## src/rtl/ucie_ctl_rx_flow_buffer.sv

```systemverilog
// RX flow buffer between the RDI receive path and the FDI interface: circular memory, registered output stage.
// Optional macro UCIE_RX_BUF_DROP_CNT_EN adds a saturating 16-bit dropped-beat counter (o_drop_count).
module ucie_ctl_rx_flow_buffer #(
    parameter int unsigned NBYTES       = 8,
    parameter int unsigned DEPTH        = 16,
    parameter int unsigned AFULL_THRESH = DEPTH - 2
) (
    input  logic                       i_clk,
    input  logic                       i_rst,
    input  logic [NBYTES*8-1:0]        i_rdi_pl_data,
    input  logic                       i_rdi_pl_valid,
    input  logic                       i_buffer_en,
    input  logic                       i_fdi_ready,
    input  logic                       i_overflow_clr,
    output logic [NBYTES*8-1:0]        o_fdi_data,
    output logic                       o_fdi_data_valid,
    output logic [$clog2(DEPTH):0]     o_count,
    output logic                       o_almost_full,
    output logic                       o_full,
    output logic                       o_empty,
`ifdef UCIE_RX_BUF_DROP_CNT_EN
    output logic                       o_overflow_detected,
    output logic [15:0]                o_drop_count
`else
    output logic                       o_overflow_detected
`endif
);

    localparam int unsigned DW = NBYTES * 8;
    localparam int unsigned AW = $clog2(DEPTH);
    localparam int unsigned CW = AW + 1;

    logic [DW-1:0] mem_r [DEPTH];
    logic [AW-1:0] wr_ptr_r;
    logic [AW-1:0] rd_ptr_r;
    logic [CW-1:0] count_r;
    logic [CW-1:0] count_nxt_s;
    logic [DW-1:0] out_data_r;
    logic          out_valid_r;
    logic          afull_r;
    logic          full_r;
    logic          empty_r;
    logic          ovf_r;
    logic          pop_s;
    logic          wr_req_s;
    logic          wr_s;
    logic          drop_s;

    // Handshake decode; a beat arriving during reset is never written
    always_comb begin
        pop_s    = 1'b0;
        wr_req_s = 1'b0;
        wr_s     = 1'b0;
        drop_s   = 1'b0;
        if (i_rst) begin
            pop_s    = 1'b0;
            wr_req_s = 1'b0;
        end else begin
            pop_s    = i_buffer_en && !empty_r && (!out_valid_r || i_fdi_ready);
            wr_req_s = i_buffer_en && i_rdi_pl_valid;
        end
        if (wr_req_s && (!full_r || pop_s)) begin
            wr_s = 1'b1;
        end else begin
            wr_s = 1'b0;
        end
        if (wr_req_s && full_r && !pop_s) begin
            drop_s = 1'b1;
        end else begin
            drop_s = 1'b0;
        end
    end

    // Next occupancy, so the registered flags line up with o_count in the same cycle
    always_comb begin
        count_nxt_s = count_r;
        case ({wr_s, pop_s})
            2'b10:   count_nxt_s = count_r + CW'(1'b1);
            2'b01:   count_nxt_s = count_r - CW'(1'b1);
            default: count_nxt_s = count_r;
        endcase
    end

    // Storage array; intentionally not reset
    always_ff @(posedge i_clk) begin
        if (wr_s) begin
            mem_r[wr_ptr_r] <= i_rdi_pl_data;
        end
    end

    // Pointers, occupancy, flags, output stage and sticky overflow
    always_ff @(posedge i_clk) begin
        if (i_rst) begin
            wr_ptr_r    <= '0;
            rd_ptr_r    <= '0;
            count_r     <= '0;
            afull_r     <= 1'b0;
            full_r      <= 1'b0;
            empty_r     <= 1'b1;
            out_data_r  <= '0;
            out_valid_r <= 1'b0;
            ovf_r       <= 1'b0;
        end else begin
            if (wr_s) begin
                wr_ptr_r <= wr_ptr_r + AW'(1'b1);
            end
            if (pop_s) begin
                rd_ptr_r <= rd_ptr_r + AW'(1'b1);
            end
            count_r <= count_nxt_s;
            afull_r <= (count_nxt_s >= CW'(AFULL_THRESH));
            full_r  <= (count_nxt_s == CW'(DEPTH));
            empty_r <= (count_nxt_s == CW'(0));
            // Output stage: load on pop, otherwise release once the sink takes the beat
            if (pop_s) begin
                out_data_r  <= mem_r[rd_ptr_r];
                out_valid_r <= 1'b1;
            end else if (out_valid_r && i_fdi_ready) begin
                out_valid_r <= 1'b0;
            end
            // A drop in the same cycle as a clear keeps the flag set
            if (drop_s) begin
                ovf_r <= 1'b1;
            end else if (i_overflow_clr) begin
                ovf_r <= 1'b0;
            end
        end
    end

`ifdef UCIE_RX_BUF_DROP_CNT_EN
    logic [15:0] drop_cnt_r;

    // Saturating drop counter; a coincident drop and clear leaves exactly one
    always_ff @(posedge i_clk) begin
        if (i_rst) begin
            drop_cnt_r <= 16'h0000;
        end else if (drop_s && i_overflow_clr) begin
            drop_cnt_r <= 16'h0001;
        end else if (i_overflow_clr) begin
            drop_cnt_r <= 16'h0000;
        end else if (drop_s && (drop_cnt_r != 16'hFFFF)) begin
            drop_cnt_r <= drop_cnt_r + 16'h0001;
        end
    end

    assign o_drop_count = drop_cnt_r;
`endif

    assign o_fdi_data          = out_data_r;
    assign o_fdi_data_valid    = out_valid_r;
    assign o_count             = count_r;
    assign o_almost_full       = afull_r;
    assign o_full              = full_r;
    assign o_empty             = empty_r;
    assign o_overflow_detected = ovf_r;

endmodule

```

## config.mk

```make
export PLATFORM = sky130hd
export DESIGN_NAME = ucie_ctl_rx_flow_buffer
export DESIGN_NICKNAME = d
export VERILOG_FILES = /design/src/rtl/ucie_ctl_rx_flow_buffer.sv
export SDC_FILE = /design/constraint.sdc
export NUM_CORES = 1
export LEC_CHECK = 0
export BUFFER_PORTS_ARGS = -buffer_cell sky130_fd_sc_hd__buf_4
export CAP_MARGIN = 20
export CORE_UTILIZATION = 55
export DETAILED_ROUTE_END_ITERATION = 10
export GPL_TIMING_DRIVEN = 0
export PLACE_DENSITY = 0.75
export SLEW_MARGIN = 20
export SYNTH_ARGS = -nofsm -noshare
export SYNTH_HDL_FRONTEND = slang
export SYNTH_SLANG_ARGS = --single-unit
export TNS_END_PERCENT = 100
```

## constraint.sdc

```tcl
create_clock -name i_clk -period 7.2 [get_ports i_clk]
set_clock_uncertainty 0.1 [all_clocks]
set_input_delay 0.36 -clock i_clk [delete_from_list [all_inputs] [get_ports i_clk]]
set_output_delay 0.36 -clock i_clk [all_outputs]
set_load 0.01 [all_outputs]
```

Word level (Yosys, flattened, before mapping)
Memory sizes are Yosys's and may differ from the RTL's. A register that Yosys moved wholly into a read port is not among the register bits.
Cells that the tools add are included.
W data, S select, Z words.

operators by class
  multiplexer cells = 11
  $add $sub $neg = 4
  order comparisons = 1
  reductions and logical operators = 16
  eq/ne operators = 3

operators by type and width
  cell                   number
  $mux W1                10
  $pmux W5 S2            1
  $add A4 B1 Y4 const B  2
  $logic_and A1 B1 Y1    7
  $add A5 B1 Y5 const B  1
  $eq A5 B5 Y1 const B   1
  $ge A5 B4 Y1 const B   1
  $logic_not A5 Y1       1
  $sub A5 B1 Y5 const B  1
  $logic_not A1 Y1       4
  $reduce_bool A2 Y1     2
  $eq A2 B1 Y1 const B   1
  $eq A2 B2 Y1 const B   1
  $logic_or A1 B1 Y1     2

word-level totals
  memories = 1
  register bits after elaboration = 18
  input port bits = 70
  RAM bits = 1024
  output and inout bits = 74

memories
  memory  depth  bits a word  read ports  clocked after Yosys merged registers in  write ports  RTL line  text
  mem_r   16     64           1           1                                        1            33        logic [DW-1:0] mem_r [DEPTH];

Logic depth before layout (Yosys ltp)
  depth after elaboration = 10
  depth in mapped cells = 13

Worst setup path after synthesis
No wires, ideal clock.

  path kind = input -> register
  from = input port i_rst
  to = memory mem_r[0][0] in the netlist's numbering (enable)
  data arrival time = 5703 ps
  stages = 6
  required time = 6535 ps
  path slack = 832 ps
  cells stage by stage = or3b_4 > o21ai_1 > and2_1 > buf_2 > nand2_1 > nor3_1

between the ends
  word-level cells in the longest chain between the ends = 6
  elaborated cells between the ends (all ways) = 7

ends and longest elaborated chain
  element                          RTL line  text
  start: declaration               9         input logic i_rst,
  $mux W1                          55        if (i_rst) begin
  $logic_or A1 B1 Y1               62        if (wr_req_s && (!full_r || pop_s)) begin
  $logic_and A1 B1 Y1 *            62
  $mux W1 *                        62
  $mux W1 *                        86        if (wr_s) begin
  $mux W1 (implied by the code) *  87        mem_r[wr_ptr_r] <= i_rdi_pl_data;
  end: declaration                 33

Mark *: on every way between the ends. The rest lies on a longest branch, timed or not.

Worst setup path after layout
  from = register empty_r, in the netlist o_empty
  to = memory mem_r[0][61] in the netlist's numbering (enable)

between the ends
  word-level cells in the longest chain between the ends = 9

ends and longest elaborated chain
  element                            RTL line  text
  start: declaration                 42        logic empty_r;
  start signal: assignment           113       empty_r <= (count_nxt_s == CW'(0));
  $logic_not A1 Y1                   59        pop_s = i_buffer_en && !empty_r && (!out_valid_r || i_fdi_ready);
  $logic_and A1 B1 Y1 (2 in series)  59
  $mux W1                            55
  $logic_or A1 B1 Y1                 62
  $logic_and A1 B1 Y1                62
  $mux W1                            62
  $mux W1                            86
  $mux W1 (implied by the code)      87

No other way between the ends.

==> impl_metrics.toml <==
[power]
switching_power_mw = 2.63
ir_worst_vdd_mv = 0.209
p_seq_share_pct = 53.4
swShare_pct = 19.8
power.density_mw_per_mm2 = 269
p_leak_nw = 15.6
fin_total_pwr_mw = 13.3
pwr-share-comb_pct = 3.8
pwr-share-clk_pct = 42.9
internal_power_mw = 10.6

[logic_synthesis]
syn_area_mm2 = 0.0416
synth_cell_types = 42
synth.area.top_cells = "edfxtp_1, mux4_2, dfxtp_1"
syn_inst = 1891
synth_warnings = 0
synth-seq-cells = 1106
syn_avg_cell_area_um2 = 22.0
yosysTopAreaCellShare_pct = 74.0
syn_nets = 1969
ys_seq_area_share_pct = 77.9
yosysTopAreaCell = "edfxtp_1"

[sta]
period_minus_slack_ns = 3.53
final_min_period_over_clock_period_pct = 49.0
fin_setup_tns_ns = 0
worstMarginPinSlew_ns = 1.12
fmax_mhz = 283
maxSlewHeadroom_pct = 25.6
rsz0062_at_grt = "false"
drv_slew = 0
final-setup-viol-count = 0
hold_viol = 0

[setup_path]
rrSetupSlack_ns = 3.67
slowest_stage = "nor3_2"
path_delay_family = "simple AND/OR/NAND/NOR gates"
crit_chain = "or3b_4 > o21ai_1 > and2_1 > buf_2 > nand2_1 > nor3_2 > buf_4 > buf_4 > buf_4 > buf_4"
critPathRequiredTime_ns = 7.45
crit_type = "flip-flop to flip-flop"
crit_cells = 10
reg2reg_depth = 10
r2r-start = "o_empty$_SDFF_PP1_"
reg2reg_to = "mem_r[0][61]$_DFFE_PP_"
setup.worst_path.start = "o_empty$_SDFF_PP1_"
critPathCaptureType = "flip-flop"
endpoint = "mem_r[0][61]$_DFFE_PP_"
cpMostUsedCell = "buf_4"
cpPeakStageDelay_ns = 0.51
critPathArrivalTime_ns = 3.78
critPathLaunchType = "flip-flop"
worst-path-buf-inv = 5
worstPathMaxFanout = 8

[die]
dieWidth_um = 277
die_h_um = 277
coreArea_mm2 = 0.0746
fp-row-count = 100
io-pin-count = 144
initial_utilization_pct = 55.7
dieArea_mm2 = 0.0767

[global_route]
grtUsageTotal_pct = 24.5
antenna_found_initial = 2
grt_pass1_wl_mm = 137
grt_pass1_vias = 21500
grt_overflow = 0
grt_max_degree = 22

[placed_design]
placed_cells = 3081
dp_hpwl_mm = 58.7
port_buffers = 143
place_congestion = 0.734

[hold_path]
min_path_type = "input port to flip-flop"

[clock_network]
cts_buffer_depth = 3
post_cts_resized = 0
ctsRootBufferMaster = "clkbuf_16"
clk_latency_ns = 0.67
cts_sinks = 1106
cts_max_level = 3
numCtsBuffers = 105
tritoncts = "done"
clk_pin_slew_ns = 0.06

[layout]
finalNonFillerCells = 3344
fillers = 4633
antenna_cells = 0
nets = 2362
drive_above_1_share_pct = 29.9
synthToLayoutAreaGrowth_pct = 18.7

[detailed_routing]
drt_iter0_drc = 2431
wl_per_cell_um = 27.7
drcViolationCount = 0
firstDrtPassIters = 5
routed_wl_mm = 92.6
viasPerCell = 6.12
drtAntennaViolNets = 0
vias = 20500

[run]
cap_violations = 0

[outcome]
status = "completed"
[timing repair]
action                                  4_1_cts  5_1_grt
hold endpoints to repair                   1025        0
hold buffers                                 65        0
endpoints found under the setup margin        0        0
setup buffers                                 0        0
[area by class of cell]
cell class	count	area (um^2)	share of cell area (%)
multi-input combinational	680	8710	17.7
timing repair buffer	286	2840	5.75
clock buffer	143	3000	6.09
buffer	99	541	1.10
inverter	6	22.5	0.0457
tap	969	1210	2.46
clock inverter	55	608	1.23
sequential	1106	32400	65.7
[power by group through the flow]
stage                     registers (mW)  clock network (mW)  logic (mW)
after floorplan                     7.22                   0       0.239
after global placement              7.21                   0       0.442
after detailed placement            7.21                   0       0.469
after CTS                           7.08                5.74       0.504
after global routing                7.07                5.97       0.535
final                               7.08                5.69       0.499
[worst min-delay path by stage]
stage	slack [ns]	endpoint	startpoint	cells past startpoint
finish	0.04	o_overflow_detected$_SDFFE_PP0P_	i_rdi_pl_valid	4
global route	0.03	o_overflow_detected$_SDFFE_PP0P_	i_rdi_pl_valid	4
CTS	0.005	o_overflow_detected$_SDFFE_PP0P_	i_rdi_pl_valid	4
detailed placement	0.37	o_fdi_data[31]$_SDFFE_PP0P_	o_fdi_data[31]$_SDFFE_PP0P_	2
global placement	0.36	o_fdi_data[28]$_SDFFE_PP0P_	o_fdi_data[28]$_SDFFE_PP0P_	2
floorplan	0.36	mem_r[0][0]$_DFFE_PP_	i_rdi_pl_data[0]	0
[flip-flops by register name, summed over array words and instances (netlist names), 4 cells and up]
signal and count:
rd_ptr_r 4, wr_ptr_r 4, mem_r 1024, o_count 5
o_fdi_data 64
[worst reg2reg max path, delay by kind of cell (launching register included)]
| kind | cells | cell delay (ns) |
|---|---|---|
| flip-flops | 1 | 0.32 |
| AO/OA/AOI/OAI | 1 | 0.30 |
| AND/OR/NAND/NOR | 4 | 1.38 |
| buffers and inverters | 5 | 1.13 |
[cells in the final DEF, fill, tap and decap left out, drive strengths merged, types with 6 or more instances in the layout]
cell type,n
edfxtp,1024
buf,282
mux4,256
clkbuf,181
mux2i,132
nor2,95
dfxtp,82
a21oi,66
o21ai,65
dlygate4sd3,65
clkinv,36
bufinv,12
inv,11
nand2,8
ha,8
xor2,6
nor3,6
[Yosys cell counts]
cell type     n
nand4_1       1
nor2_1       94
xor2_1        6
nand2b_1      5
nand4b_1      1
o31a_1        2
inv_1         5
ha_1          8
a22o_1        1
o41ai_1       1
edfxtp_1   1024
buf_4         4
o21ai_1      65
o22ai_1       2
or3b_1        1
or3_1         1
nor2_4        1
nor4b_1       1
nor2b_1       4
clkbuf_1     38
and2b_1       1
buf_6        16
o21bai_1      1
nor3b_1       1
and2_1        1
or3b_4        1
and3_1        1
inv_2         1
a21oi_1      66
nand3b_1      2
mux2i_1     132
nand2_1       8
nor3_1        6
xnor2_1       5
buf_2        27
dfxtp_1      82
nand3_1       2
o311ai_1      1
buf_1        14
a31oi_1       1
mux4_2      256
o32ai_1       1
[metal layers]
metal  GRT usage [%]  routed length (um)  vias to the layer above
li1                -                   -                     8620
met1            31.9               35100                    10700
met2            42.2               48100                      943
met3            4.12                7040                      170
met4            8.50                2460                        4
met5               0                  22                        -
[cell families (layout without fill, tap and decap cells)]
family | after synthesis | count (layout) | synth area share, %
multiplexers | 388 | 388 | 17.1
adder cells (fa/ha/maj) | 8 | 8 | 0.241
XOR/XNOR | 11 | 11 | 0.232
buffers and inverters | 105 | 589 | 1.35
flip-flops | 1106 | 1106 | 77.9
AO/OA/AOI/OAI | 141 | 141 | 1.77
AND/OR/NAND/NOR | 132 | 132 | 1.40
[stage by stage]
step / hold slack [ns] / util (%) / setup WS, ns / cell area [um^2]
final: 0.0394 / 66.1 / 3.67 / 49300
after floorplan: 0.359 / - / 0.832 / 41600
after global routing: 0.0329 / 66.1 / 3.48 / 49300
after CTS: 0.00470 / 66.1 / 3.70 / 49300
after global placement: 0.365 / 58.8 / -4.21 / 43800
after detailed placement: 0.368 / 60.4 / 3.58 / 45100
Power figures use the tool's default switching activity.
